$ cat src/rtl/mem_access_unit_pkg.sv
// Shared definitions for the memory access unit.
// MemMode encodings are shared with the multicycle controller. The package also
// holds the access FSM state codes and the decode that rejects an access before
// any external cycle is started.
package mem_access_unit_pkg;

  localparam int NUM_LANES = 4;
  localparam int LANE_W    = 8;
  localparam int WORD_W    = NUM_LANES * LANE_W;

  typedef enum logic [1:0] {
    MEM_MODE_WORD  = 2'b00,
    MEM_MODE_SBYTE = 2'b01,
    MEM_MODE_UBYTE = 2'b10,
    MEM_MODE_RSVD  = 2'b11
  } mem_mode_e;

  typedef enum logic [1:0] {
    MAU_IDLE   = 2'b00,
    MAU_ACCESS = 2'b01,
    MAU_RESP   = 2'b10,
    MAU_ERR    = 2'b11
  } mau_state_e;

  // Request fields captured in IDLE. The address is kept outside the struct
  // because its width is a parameter of the unit.
  typedef struct packed {
    logic              we;
    mem_mode_e         mode;
    logic [WORD_W-1:0] wdata;
  } mau_req_t;

  // An access is refused outright for the reserved mode and for an unaligned word.
  function automatic logic bad_access(input mem_mode_e mode, input logic [1:0] lo);
    return (mode == MEM_MODE_RSVD) || ((mode == MEM_MODE_WORD) && (lo != 2'b00));
  endfunction

endpackage

$ cat src/rtl/mem_access_unit_byte_lane_unit.sv
// byte_lane_unit: combinational byte-lane steering for the memory access unit.
//   mode      in  access mode (word / signed byte / unsigned byte)
//   lane      in  addr[1:0], little-endian lane select
//   word      in  raw word returned by memory
//   wdata     in  store data (byte stores use wdata[7:0])
//   be        out byte enables, bit k covers bits [8k+7:8k]
//   wdata_rep out store data, low byte replicated on every lane for byte stores
//   ld_data   out load result, sign- or zero-extended for byte loads
module byte_lane_unit
  import mem_access_unit_pkg::*;
(
  input  mem_mode_e         mode,
  input  logic [1:0]        lane,
  input  logic [WORD_W-1:0] word,
  input  logic [WORD_W-1:0] wdata,
  output logic [NUM_LANES-1:0] be,
  output logic [WORD_W-1:0] wdata_rep,
  output logic [WORD_W-1:0] ld_data
);

  logic [NUM_LANES-1:0][LANE_W-1:0] word_lanes;
  logic [LANE_W-1:0]                sel;

  assign word_lanes = word;
  assign sel        = word_lanes[lane];

  for (genvar k = 0; k < NUM_LANES; k++) begin : g_lane
    assign be[k] = (mode == MEM_MODE_WORD) || (lane == 2'(k));
    assign wdata_rep[LANE_W*k +: LANE_W] =
      (mode == MEM_MODE_WORD) ? wdata[LANE_W*k +: LANE_W] : wdata[LANE_W-1:0];
  end

  always_comb begin
    ld_data = word;
    case (mode)
      MEM_MODE_SBYTE: ld_data = {{(WORD_W-LANE_W){sel[LANE_W-1]}}, sel};
      MEM_MODE_UBYTE: ld_data = {{(WORD_W-LANE_W){1'b0}}, sel};
      default:        ld_data = word;
    endcase
  end

endmodule

$ cat src/rtl/mem_access_unit.sv
// mem_access_unit: runs one load/store from the multicycle controller on a
// word-wide external memory port with a req/ack handshake.
//   clk, reset        clock; asynchronous active-low reset
//   req/addr/wdata/mem_write/mem_mode  access request, sampled only when idle
//   busy              access accepted and still waiting on memory
//   done / err        one-cycle completion / failure pulses
//   rdata             extended load result, held until the next successful load
//   ext_req/we/be/addr/wdata  external request, held until ext_ack
//   ext_ack/ext_rdata external completion and read word
module mem_access_unit
  import mem_access_unit_pkg::*;
#(
  parameter int          ADDR_W  = 32,
  parameter int unsigned TIMEOUT = 16
) (
  input  logic              clk,
  input  logic              reset,
  input  logic              req,
  input  logic [ADDR_W-1:0] addr,
  input  logic [WORD_W-1:0] wdata,
  input  logic              mem_write,
  input  logic [1:0]        mem_mode,
  output logic              busy,
  output logic              done,
  output logic              err,
  output logic [WORD_W-1:0] rdata,
  output logic              ext_req,
  output logic              ext_we,
  output logic [NUM_LANES-1:0] ext_be,
  output logic [ADDR_W-3:0] ext_addr,
  output logic [WORD_W-1:0] ext_wdata,
  input  logic              ext_ack,
  input  logic [WORD_W-1:0] ext_rdata
);

  localparam int CNT_W = (TIMEOUT > 1) ? $clog2(TIMEOUT) : 1;

  mau_state_e        state, state_nxt;
  mau_req_t          rq_q;
  logic [ADDR_W-1:0] addr_q;
  logic [WORD_W-1:0] word_q, rdata_q, ld_data;
  logic [NUM_LANES-1:0] be;
  logic [CNT_W-1:0]  cnt;
  logic              tmo;
  logic              ld_resp;

  byte_lane_unit u_lanes (
    .mode      (rq_q.mode),
    .lane      (addr_q[1:0]),
    .word      (word_q),
    .wdata     (rq_q.wdata),
    .be        (be),
    .wdata_rep (ext_wdata),
    .ld_data   (ld_data)
  );

  // TIMEOUT == 0 disables the watchdog entirely.
  assign tmo = (TIMEOUT != 0) && (cnt == CNT_W'(TIMEOUT - 1));

  always_ff @(posedge clk or negedge reset) begin
    if (!reset) state <= MAU_IDLE;
    else        state <= state_nxt;
  end

  always_comb begin
    state_nxt = state;
    case (state)
      MAU_IDLE:
        if (req) state_nxt = bad_access(mem_mode_e'(mem_mode), addr[1:0]) ? MAU_ERR : MAU_ACCESS;
      // ack takes priority over an expiring timeout in the same cycle
      MAU_ACCESS:
        if (ext_ack)  state_nxt = MAU_RESP;
        else if (tmo) state_nxt = MAU_ERR;
      default: state_nxt = MAU_IDLE;
    endcase
  end

  always_ff @(posedge clk or negedge reset) begin
    if (!reset) begin
      rq_q    <= '{we: 1'b0, mode: MEM_MODE_WORD, wdata: '0};
      addr_q  <= '0;
      word_q  <= '0;
      rdata_q <= '0;
      cnt     <= '0;
    end else begin
      if (state == MAU_IDLE && req) begin
        rq_q   <= '{we: mem_write, mode: mem_mode_e'(mem_mode), wdata: wdata};
        addr_q <= addr;
      end
      // Counter idles at zero, so it is already clear on entry to ACCESS.
      if (state == MAU_ACCESS) begin
        cnt <= cnt + 1'b1;
        if (ext_ack && !rq_q.we) word_q <= ext_rdata;
      end else begin
        cnt <= '0;
      end
      if (ld_resp) rdata_q <= ld_data;
    end
  end

  // The new load result is visible during the RESP cycle itself, then held.
  assign ld_resp = (state == MAU_RESP) && !rq_q.we;
  assign rdata   = ld_resp ? ld_data : rdata_q;

  assign busy     = (state == MAU_ACCESS);
  assign done     = (state == MAU_RESP);
  assign err      = (state == MAU_ERR);
  assign ext_req  = (state == MAU_ACCESS);
  assign ext_we   = ext_req && rq_q.we;
  assign ext_be   = ext_req ? be : '0;
  assign ext_addr = addr_q[ADDR_W-1:2];

endmodule

$ cat config.mk
export PLATFORM = sky130hd
export DESIGN_NAME = mem_access_unit
export DESIGN_NICKNAME = d
export VERILOG_FILES = /design/src/rtl/mem_access_unit_pkg.sv /design/src/rtl/mem_access_unit_byte_lane_unit.sv /design/src/rtl/mem_access_unit.sv
export SDC_FILE = /design/constraint.sdc
export NUM_CORES = 1
export LEC_CHECK = 0
export BUFFER_PORTS_ARGS = -buffer_cell sky130_fd_sc_hd__buf_2
export CORE_ASPECT_RATIO = 2
export CORE_MARGIN = 3
export CORE_UTILIZATION = 46
export DETAILED_ROUTE_END_ITERATION = 8
export PLACE_DENSITY = 0.79
export SYNTH_ARGS = -nofsm -noshare
export SYNTH_HDL_FRONTEND = slang
export SYNTH_SLANG_ARGS = --single-unit
$ cat constraint.sdc
create_clock -name clk -period 1.7 [get_ports clk]
set_clock_uncertainty 0.2 [all_clocks]
set_input_delay 0.17 -clock clk [delete_from_list [all_inputs] [get_ports clk]]
set_output_delay 0.17 -clock clk [all_outputs]
set_load 0.02 [all_outputs]
Word-level counts from Yosys, hierarchy flattened
Index checks and enable logic that the tools add are counted.
{"block": "totals", "regBits": 137, "word_cells": 54, "in_bits": 103, "output_inout_bits": 103}
{"block": "classes", "n_reduce_logical": 18, "order_cmp": 1, "addsub": 1, "muxes": 14, "eq_ne": 12}
{"cell": "$pmux W32 S2", "count": 1}
{"cell": "$mux W32", "count": 1}
{"cell": "$mux W8", "count": 4}
{"cell": "$bmux W8 S2", "count": 1}
{"cell": "$eq A2 B2 Y1 const B", "count": 6}
{"cell": "$logic_not A2 Y1", "count": 4}
{"cell": "$mux W2", "count": 4}
{"cell": "$mux W4", "count": 2}
{"cell": "$eq A2 B1 Y1 const B", "count": 3}
{"cell": "$logic_and A1 B1 Y1", "count": 5}
{"cell": "$logic_or A1 B1 Y1", "count": 5}
{"cell": "$add A4 B1 Y4 const B", "count": 1}
{"cell": "$eq A4 B4 Y1 const B", "count": 1}
{"cell": "$pmux W2 S2", "count": 1}
{"cell": "$reduce_and A2 Y1", "count": 2}
{"cell": "$lt A2 B3 Y1 const B", "count": 1}
{"cell": "$ne A3 B1 Y1 const B", "count": 1}
{"cell": "$ne A2 B2 Y1 const B", "count": 1}
{"cell": "$reduce_bool A2 Y1", "count": 1}
{"cell": "$logic_not A1 Y1", "count": 1}

Depth between registers and ports, before layout
Gate-level depths: netlist (run 1).
{"block": "logic_depth", "ltp_word": 6, "ltp_mapped": 8, "depth_no_buf": 5}

Modules after synthesis
A second synthesis (run 1) with hierarchy kept.
{"block": "unflattened", "cells_unflattened": 511, "area_unflattened_um2": 6352.3}
{"mod": "mem_access_unit", "seq_area_each_um2": 3428.3, "cells_each": 340, "n_inst": 1, "area_per_inst_um2": 5427.7}
{"mod": "byte_lane_unit", "seq_area_each_um2": 0.0, "cells_each": 171, "n_inst": 1, "area_per_inst_um2": 924.6}

Worst setup path after synthesis (run 1)
OpenSTA, ideal clock, no wires.
{"block": "synth_path", "path_kind": "reg-to-reg", "startpoint": "register rq_q[32] in the netlist's numbering", "endpoint": "register rdata_q[11]", "setup_time_ns": 0.175, "required_time_ns": 1.325, "t_arrival_ns": 1.760, "stages_incl_launch_ff": 8, "slack_ns": -0.436, "synth_period_minus_slack_ns": 2.136, "path_buffers": 2, "cell_sequence": "dfrtp_1 inv_1 ha_1 clkbuf_1 nand3_1 o22a_1 buf_2 a31oi_1"}
{"block": "synth_via", "elab_chain_cells": 3, "elab_cells_between_ends": 4, "classes_between": "eq/ne (2); mux (2)"}
{"item": "from (decl)", "line_no": "mem_access_unit.sv:39", "text": "mau_req_t rq_q;"}
{"item": "from (signal assigned)", "line_no": "mem_access_unit.sv:80", "text": "rq_q <= '{we: 1'b0, mode: MEM_MODE_WORD, wdata: '0};"}
{"item": "from (signal assigned)", "line_no": "mem_access_unit.sv:87", "text": "rq_q <= '{we: mem_write, mode: mem_mode_e'(mem_mode), wdata: wdata};"}
{"item": "$eq A2 B2 Y1 or $eq A2 B1 Y1 (tied branches)", "line_no": "mem_access_unit_byte_lane_unit.sv:35", "text": "case (mode)"}
{"item": "$pmux W32 S2 *", "line_no": "mem_access_unit_byte_lane_unit.sv:35"}
{"item": "$mux W32 *"}
{"item": "net rdata[11]", "line_no": "mem_access_unit.sv:26", "text": "output logic [WORD_W-1:0] rdata,"}
{"item": "to (signal assigned)", "line_no": "mem_access_unit.sv:97", "text": "if (ld_resp) rdata_q <= ld_data;"}
{"item": "to (decl)", "line_no": "mem_access_unit.sv:41", "text": "logic [WORD_W-1:0] word_q, rdata_q, ld_data;"}
Mark *: on every way through the listed nets, which the timed path passes. The rest lies on a longest branch.
A chain may end at the register's enable or synchronous reset.

Worst setup path after layout (run 1)
{"block": "layout_path", "startpoint": "register rq_q[33] in the netlist's numbering", "endpoint": "output port rdata[10]"}
{"block": "layout_via", "elab_chain_cells": 3, "elab_cells_between_ends": 4, "classes_between": "eq/ne (2); mux (2)"}
{"item": "$eq A2 B2 Y1 or $eq A2 B1 Y1 (tied branches)", "line_no": "mem_access_unit_byte_lane_unit.sv:35"}
{"item": "$pmux W32 S2 *", "line_no": "mem_access_unit_byte_lane_unit.sv:35"}
{"item": "$mux W32 *"}
{"item": "to (decl)", "line_no": "mem_access_unit.sv:26"}
Every way passes the cells marked *; elsewhere a longest branch is shown, timed or not.

==> impl_metrics.py, run 1 <==
metrics = {
    "synth": {
        "yosys_warnings": 0,
        "syn_nets": 622,
        "synth_area_leaders": "dfrtp_1, mux2_2, mux2_4",
        "synthArstFlopShare_pct": 100.0,
        "yosysSeqAreaShare_pct": 53.75,
        "syn_inst": 515,
        "synth_cell_type_count": 36,
        "ys.flop_type": "dfrtp_1",
        "ys_seq_elements": 137,
        "yosys.area.top_type": "dfrtp_1",
        "synth_top_area_share_pct": 53.75,
        "synth_edf_count": 0,
        "synth_area_per_cell_um2": 12.39,
        "syn_area_um2": 6379,
    },
    "worst_hold_path": {
        "hold_path_class": "primary input to asynchronous set/reset pin",
    },
    "final_layout": {
        "layout-drive-gt1-share_pct": 60.47,
        "final_cell_mix": "buf_2, dfrtp_1, dlygate4sd3_1, mux2_4, buf_6",
        "area_growth_pct": 79.31,
        "final_common_cell": "buf_2",
        "final_cells": 1043,
        "antenna_cells": 0,
        "nets": 982,
    },
    "sta": {
        "timing.final.crit_share_pct": 148.1,
        "fin_ws_ns": -0.8185,
        "worst_pin_slew_ns": 0.4879,
        "slew_headroom_pct": 67.35,
        "setup_viol": 195,
        "finalHoldViolations": 0,
        "fin_crit_ns": 2.518,
        "rsz0062_at_grt": "yes",
        "drv_slew": 0,
        "fmax_mhz": 397.1,
    },
    "clock_tree": {
        "cts_tree": "built",
        "cts_buffers": 17,
        "clkLatencyLatePin_ns": 0.42,
        "clock_sinks": 137,
        "root_buffer": "clkbuf_16",
        "path_clk_slew_ns": 0.06,
        "cts_max_level": 4,
        "clk_path_buf_depth": 2,
    },
    "power": {
        "swShare_pct": 40.70,
        "p_clk_share_pct": 13.6,
        "power_density_nw_per_um2": 2372,
        "power.leakage_nw": 5.344,
        "pwr-share-seq_pct": 22.8,
        "power.internal_mw": 16.08,
        "power_mw": 27.12,
        "p_switching_mw": 11.04,
        "combPwrFrac_pct": 63.6,
        "ir_drop_mv": 1.518,
    },
    "grt": {
        "first_global_vias": 6560,
        "antenna_found_initial": 0,
        "grt_pass1_wl_um": 35310,
        "grt_use_total_pct": 30.79,
        "grt_max_degree": 57,
        "overflow": 0,
    },
    "floorplanning": {
        "rows": 60,
        "die-width_um": 89.27,
        "die_h_um": 172.5,
        "io_pins": 206,
        "coreArea_um2": 13510,
        "design.die.area_um2": 15400,
        "start_util_pct": 47.20,
    },
    "setup_path": {
        "cp-start-kind": "flip-flop",
        "r2r_slack_ns": -0.34,
        "cp_slowest_cell": "dfrtp_1",
        "cp_max_fo": 14,
        "critPathCaptureType": "primary output",
        "crit_family": "compound AO/OA/AOI/OAI gates",
        "cp.arrival_ns": 2.15,
        "slowest_delay_ns": 0.38,
        "crit_chain": "inv_2 > ha_4 > nand3_2 > o22a_4 > buf_12 > a31oi_4 > buf_6",
        "required_ns": 1.33,
        "worstSetupPathType": "flip-flop to primary output",
        "crit_buf_inv": 3,
    },
    "placement": {
        "dp.cells": 870,
        "routabilityCongestion": 0.8198,
        "pre_cts_slack_ns": -0.3058,
        "numPortBuffers": 205,
        "place_hpwl_um": 12670,
    },
    "drt": {
        "drcViolationCount": 0,
        "final_antenna_net_count": 0,
        "first_pass_iters": 5,
        "vias": 5800,
        "vias_per_cell": 5.561,
        "wirelength_um": 25720,
        "wire_per_inst_um": 24.66,
        "drtIter0Drc": 239,
    },
    "job": {
        "drv_cap": 0,
    },
    "outcome": {
        "outcome": "finished with violations",
        "violations": "negative setup slack",
    },
}
==> cell type report <==
type,count,area [µm²]
fill,599,2076
timing repair buffer,413,3837
clock buffer,19,442.9
tap,155,193.9
multi-input combinational,299,3357
sequential,137,3428
inverter,7,31.28
clock inverter,13,146.4
==> synthesized netlist by cell type, types with 2 or more instances <==
cell type,number
ha_1,4
nand3_1,2
mux2_4,30
and2_1,2
inv_1,6
clkbuf_1,12
buf_2,11
a21oi_1,6
buf_6,8
nand2b_1,33
a221o_1,7
nand2_1,55
dfrtp_1,137
nor3b_1,10
a31oi_1,24
mux2i_1,2
o21ai_0,7
buf_4,40
nor2_1,33
mux4_2,7
mux2_2,64
==> metrics by stage <==
stage	util (%)	setup TNS, ns	hold WS [ns]	instance area (µm²)
floorplan	-	-12.62	-0.3256	6878
global placement	60.77	-17.60	-0.2162	8212
CTS	81.30	-50.88	0.1187	10990
finish	84.64	-58.19	0.1090	11440
detailed placement	60.77	-20.98	-0.2147	8212
global route	84.64	-66.79	0.1314	11440
==> per-layer routing <==
layer | GRT usage [%] | part of all wire, %
met5 | 0 | 0
met3 | 6.438 | 6.0
met4 | 15.78 | 6.6
met1 | 28.17 | 30
met2 | 59.24 | 57
==> power by group through the flow <==
stage / sequential, mW / clock (mW) / combinational (mW)
after floorplan: 5.59 / 0 / 8.76
after global placement: 5.77 / 0 / 11.5
after detailed placement: 5.88 / 0 / 11.8
after CTS: 5.93 / 3.74 / 15.4
after global routing: 6.28 / 3.88 / 18.0
final: 6.19 / 3.70 / 17.2
==> final timing paths <==
kind	cells after the start	endpoint	startpoint
max in group asynchronous	3	word_q[0]	reset
worst max register to register	9	word_q[17]	state[1]
min in group clk	1	cnt[0]	cnt[0]
worst min-delay path	3	addr_q[16]	reset
worst min register to register	1	cnt[0]	cnt[0]
worst max-delay path	7	rdata[10]	rq_q[33]
==> flip-flops by register name (all words and copies together) (netlist names) <==
signal,cells
rdata_q,32
addr_q,32
word_q,32
rq_q,35
cnt,4
state,2
==> tightest hold or removal path: cells and delay by family <==
family,cells,cell delay (ns)
buffers and inverters,3,0.92
==> timing repair <==
item	in CTS	in global routing
hold buffers	103	0
setup buffers	21	7
pin swaps	14	10
endpoints found under the hold margin	238	0
gates resized for setup	186	112
endpoints found under the setup margin	171	196
cloned	10	2
==> cell families (layout without fill, tap and decap cells) <==
logic type	Yosys count	after routing	share of synthesized area, %
simple gates	141	141	10.75
flops	137	137	53.75
mux	103	103	21.15
buf+inv	79	452	8.160
compound gates	49	49	5.139
fa+ha+maj	4	4	0.7847
xor+xnor	2	2	0.2747
No activity file was read; power rests on OpenSTA's default activity.
==> run 2: changes to the inputs <==
CTS_CLUSTER_SIZE = 20   (was unset)
clock period = 2.3 ns   (was 1.7 ns; I/O delays follow)
==> impl_metrics.py, run 2 (same netlist as run 1, synthesis figures left out) <==
metrics = {
    "outcome": {
        "outcome": "finished with violations",
        "violations": "negative setup slack",
    },
    "sta": {
        "setup_viol": 32,
        "drv_slew": 0,
        "finalHoldViolations": 0,
        "slew_headroom_pct": 62.09,
        "fin_ws_ns": -0.1572,
        "rsz0062_at_grt": "yes",
        "fmax_mhz": 407.0,
        "worst_pin_slew_ns": 0.5686,
        "tns_ns": -3.937,
        "fin_crit_ns": 2.457,
        "timing.final.crit_share_pct": 106.8,
    },
    "clock_tree": {
        "path_clk_slew_ns": 0.06,
        "cts_max_level": 4,
        "clk_path_buf_depth": 2,
        "clock_sinks": 137,
        "clkLatencyLatePin_ns": 0.41,
        "cts_tree": "built",
        "root_buffer": "clkbuf_16",
        "cts_buffers": 17,
    },
    "power": {
        "power_density_nw_per_um2": 1666,
        "ir_drop_mv": 1.137,
        "power.leakage_nw": 4.492,
    },
    "drt": {
        "drcViolationCount": 0,
        "wirelength_um": 19780,
        "drtIter0Drc": 310,
        "final_antenna_net_count": 0,
        "vias": 5143,
        "vias_per_cell": 5.291,
        "first_pass_iters": 4,
        "wire_per_inst_um": 20.35,
    },
    "worst_hold_path": {
        "hold_path_class": "primary input to asynchronous set/reset pin",
    },
    "floorplanning": {
        "design.die.area_um2": 15400,
        "io_pins": 206,
        "die_h_um": 172.5,
        "coreArea_um2": 13510,
        "start_util_pct": 47.20,
        "rows": 60,
        "die-width_um": 89.27,
    },
    "final_layout": {
        "fin_util_pct": 72.30,
        "num-fill-cells": 849,
        "final_common_cell": "buf_2",
        "area_growth_pct": 53.16,
        "nets": 909,
        "final_cell_mix": "buf_2, dfrtp_1, dlygate4sd3_1, mux2_2, nand2_1",
        "largest_register_ffs": 35,
        "seqCellArea_um2": 3428,
        "layout-drive-gt1-share_pct": 50.31,
        "multi_input_area_um2": 2860,
        "final_area_um2": 9769,
        "largest_register": "rq_q",
    },
    "grt": {
        "grt_pass1_wl_um": 30930,
        "grt_max_degree": 62,
        "overflow": 0,
        "grt_use_total_pct": 26.53,
        "first_global_vias": 5798,
        "antenna_found_initial": 2,
    },
    "placement": {
        "numPortBuffers": 205,
        "routabilityCongestion": 0.8313,
        "place_hpwl_um": 11960,
        "place_area_um2": 7338,
    },
    "setup_path": {
        "r2r_slack_ns": 0.31,
        "required_ns": 1.87,
        "crit_start": "rq_q[33]",
        "cp-start-kind": "flip-flop",
        "r2r_cells": 6,
        "cp.arrival_ns": 2.03,
        "reg2reg_from": "state[1]",
        "critPathCaptureType": "primary output",
        "cp_max_fo": 8,
        "timing.rr.end": "word_q[31]",
        "worstSetupPathType": "flip-flop to primary output",
    },
    "job": {
        "drv_cap": 0,
    },
}
==> run 2: cell types whose count changed in the layout (fill, tap and decap cells not counted), moves of 8 or more <==
cell	previous run	this run
buf_4	55	19
nand2b_4	9	0
mux2_4	94	30
nand2b_1	24	33
buf_6	75	33
buf_2	140	173
nand2_1	22	55
nand2_4	8	0
nand2_2	25	0
mux2_2	0	64
buf_12	25	8
==> run 2: layer usage <==
metal / track usage, % / vias to the layer above / share of wire (%)
li1: - / 2311 / -
met1: 27.53 / 2556 / 35
met2: 47.72 / 207 / 56
met3: 5.675 / 69 / 4.2
met4: 13.66 / 0 / 4.9
met5: 0 / - / 0
==> run 2: cell type report <==
type | count | share of cell area, %
tap | 155 | 1.985
sequential | 137 | 35.09
antenna | 2 | 0.05123
inverter | 7 | 0.2690
multi-input combinational | 299 | 29.28
clock inverter | 13 | 1.473
timing repair buffer | 340 | 27.32
clock buffer | 19 | 4.534
==> run 2: worst max-delay path by stage <==
stage / endpoint / slack (ns) / depth (start not counted)
5_1_grt: rdata[13] / -0.22 / 7
3_3_place_gp: rdata[0] / 0.25 / 4
2_1_floorplan: rdata[11] / 0.11 / 7
4_1_cts: rdata[11] / -0.16 / 7
3_5_place_dp: rdata[22] / 0.17 / 7
6_report: rdata[13] / -0.16 / 7
==> run 2: what timing repair did <==
| action | CTS | global route |
|---|---|---|
| hold buffers | 103 | 0 |
| pin swaps | 11 | 2 |
| resized for setup | 132 | 5 |
| endpoints found under the setup margin | 32 | 45 |
| hold endpoints to repair | 159 | 0 |
| setup buffers | 10 | 1 |
| cloned | 3 | 0 |
==> run 2: where the power goes <==
| group | internal (mW) | total [mW] | switching (mW) |
|---|---|---|---|
| registers | 3.63 | 4.48 | 0.855 |
| clock network | 1.63 | 2.70 | 1.07 |
| logic | 4.25 | 9.10 | 4.84 |
| total | 9.52 | 16.3 | 6.76 |
==> run 2: worst max-delay path, stage by stage (launching register included) <==
cell     delay [ns]
dfrtp_1        0.37
inv_2          0.07
ha_4           0.29
nand3_2        0.08
o22a_4         0.30
buf_16         0.19
a31oi_4        0.17
buf_6          0.14
==> run 2: per-stage QoR <==
stage | power (mW) | setup slack (ns) | hold WS [ns] | instances
after floorplan | 9.607 | 0.1098 | -0.2656 | 515
after global placement | 11.25 | 0.2482 | 0.03172 | 822
after detailed placement | 11.45 | 0.1698 | 0.04382 | 822
after CTS | 16.07 | -0.1612 | 0.1628 | 970
after global routing | 17.11 | -0.2187 | 0.2064 | 972
final | 16.28 | -0.1572 | 0.1605 | 972
==> run 3: changes to the inputs <==
SETUP_SLACK_MARGIN = 0.4   (was unset)
==> impl_metrics.py, run 3 (same netlist as run 1, synthesis figures left out) <==
metrics = {
    "final_layout": {
        "final_area_um2": 10960,
        "antenna_cells": 0,
        "largest_register_ffs": 35,
        "nets": 939,
        "area_growth_pct": 71.83,
        "final_common_cell": "buf_2",
        "largest_register": "rq_q",
        "final_cells": 1000,
        "final_cell_mix": "buf_2, dfrtp_1, dlygate4sd3_1, buf_6, mux2_4",
        "layout-drive-gt1-share_pct": 60.00,
    },
    "clock_tree": {
        "path_clk_slew_ns": 0.07,
        "root_buffer": "clkbuf_16",
        "clk_path_buf_depth": 2,
        "cts_max_level": 4,
        "clock_sinks": 137,
        "clkLatencyLatePin_ns": 0.42,
        "cts_tree": "built",
        "cts_buffers": 17,
    },
    "grt": {
        "antenna_found_initial": 0,
        "first_global_vias": 6336,
        "grt_use_total_pct": 30.74,
        "grt_max_degree": 61,
        "overflow": 0,
        "grt_pass1_wl_um": 35230,
    },
    "job": {
        "drv_cap": 0,
    },
    "floorplanning": {
        "io_pins": 206,
        "coreArea_um2": 13510,
        "die-width_um": 89.27,
        "start_util_pct": 47.20,
        "design.die.area_um2": 15400,
        "die_h_um": 172.5,
        "rows": 60,
    },
    "sta": {
        "setup_viol": 32,
        "slew_headroom_pct": 61.15,
        "fin_crit_ns": 2.580,
        "worst_pin_slew_ns": 0.5828,
        "rsz0062_at_grt": "yes",
        "finalHoldViolations": 0,
        "fmax_mhz": 387.6,
        "fin_ws_ns": -0.2798,
        "timing.final.crit_share_pct": 112.2,
        "fin_hold_ws_ns": 0.1718,
        "drv_slew": 0,
    },
    "drt": {
        "vias": 5518,
        "first_pass_iters": 5,
        "drtIter0Drc": 254,
        "wirelength_um": 24050,
        "wire_per_inst_um": 24.05,
        "vias_per_cell": 5.518,
        "drcViolationCount": 0,
        "final_antenna_net_count": 0,
    },
    "setup_path": {
        "cp.arrival_ns": 2.15,
        "worstSetupPathType": "flip-flop to primary output",
        "critPathCaptureType": "primary output",
        "cp-start-kind": "flip-flop",
        "cp_max_fo": 31,
        "required_ns": 1.87,
    },
    "power": {
        "power_density_nw_per_um2": 1765,
        "power.leakage_nw": 5.085,
        "ir_drop_mv": 1.056,
    },
    "placement": {
        "place_hpwl_um": 11900,
        "numPortBuffers": 205,
        "place_area_um2": 7631,
        "routabilityCongestion": 0.8318,
        "dp.cells": 822,
    },
    "worst_hold_path": {
        "hold_path_class": "primary input to asynchronous set/reset pin",
    },
    "outcome": {
        "outcome": "finished with violations",
        "violations": "negative setup slack",
    },
}
[run 3: through the flow]
stage                     setup slack (ns)  utilization [%]  total power, mW  TNS [ns]
after floorplan                     0.2883                -            10.30         0
after global placement              0.2087            56.47            11.70         0
after detailed placement            0.1193            56.47            11.97         0
after CTS                          -0.1691            79.18            18.33    -4.508
after global routing               -0.3392            81.11            20.10    -7.979
final                              -0.2798            81.11            19.35    -5.645
[run 3: layout make-up]
type | instances | area, µm²
Clock buffer | 19 | 442.9
Clock inverter | 13 | 132.6
Fill cell | 664 | 2552
Inverter | 7 | 28.78
Multi-Input combinational cell | 299 | 3344
Sequential cell | 137 | 3433
Tap cell | 155 | 193.9
Timing Repair Buffer | 370 | 3385
[run 3: per-layer routing]
metal	up-vias	GRT usage, %	share of wire (%)
met4	0	16.52	5.4
met2	276	55.30	57
met5	-	0	0
met3	79	6.438	4.5
li1	2381	-	-
met1	2782	31.65	34
[run 3: what timing repair did]
action                     in CTS  in global routing
setup endpoints to repair     102                138
buffers inserted               18                  8
hold buffers                  103                  0
gates resized for setup       255                 24
cloned                         14                  3
hold endpoints to repair      154                  0
pin swaps                      23                 17
[run 3: path summary, 6_finish.rpt]
check / from / end / slack, ns / cells past startpoint
max: rq_q[33] / rdata[28] / -0.28 / 7
max in group asynchronous: reset / word_q[9] / 1.03 / 3
min: reset / addr_q[8] / 0.17 / 2
min in group clk: cnt[0] / cnt[0] / 0.26 / 1
max reg2reg: addr_q[1] / rdata_q[31] / 0.15 / 8
min reg2reg: cnt[0] / cnt[0] / 0.26 / 1
[run 3: worst max-delay path, stage by stage, from the launching register on]
cell and delay [ns]:
dfrtp_1 0.38, inv_2 0.09, ha_4 0.22, buf_4 0.14, buf_8 0.17, nand2b_1 0.25, a31oi_4 0.31, buf_6 0.16
[run 3: power by group]
group          internal, mW  switching, mW
registers              3.63           1.12
logic                  6.06           5.82
clock network          1.55           1.17
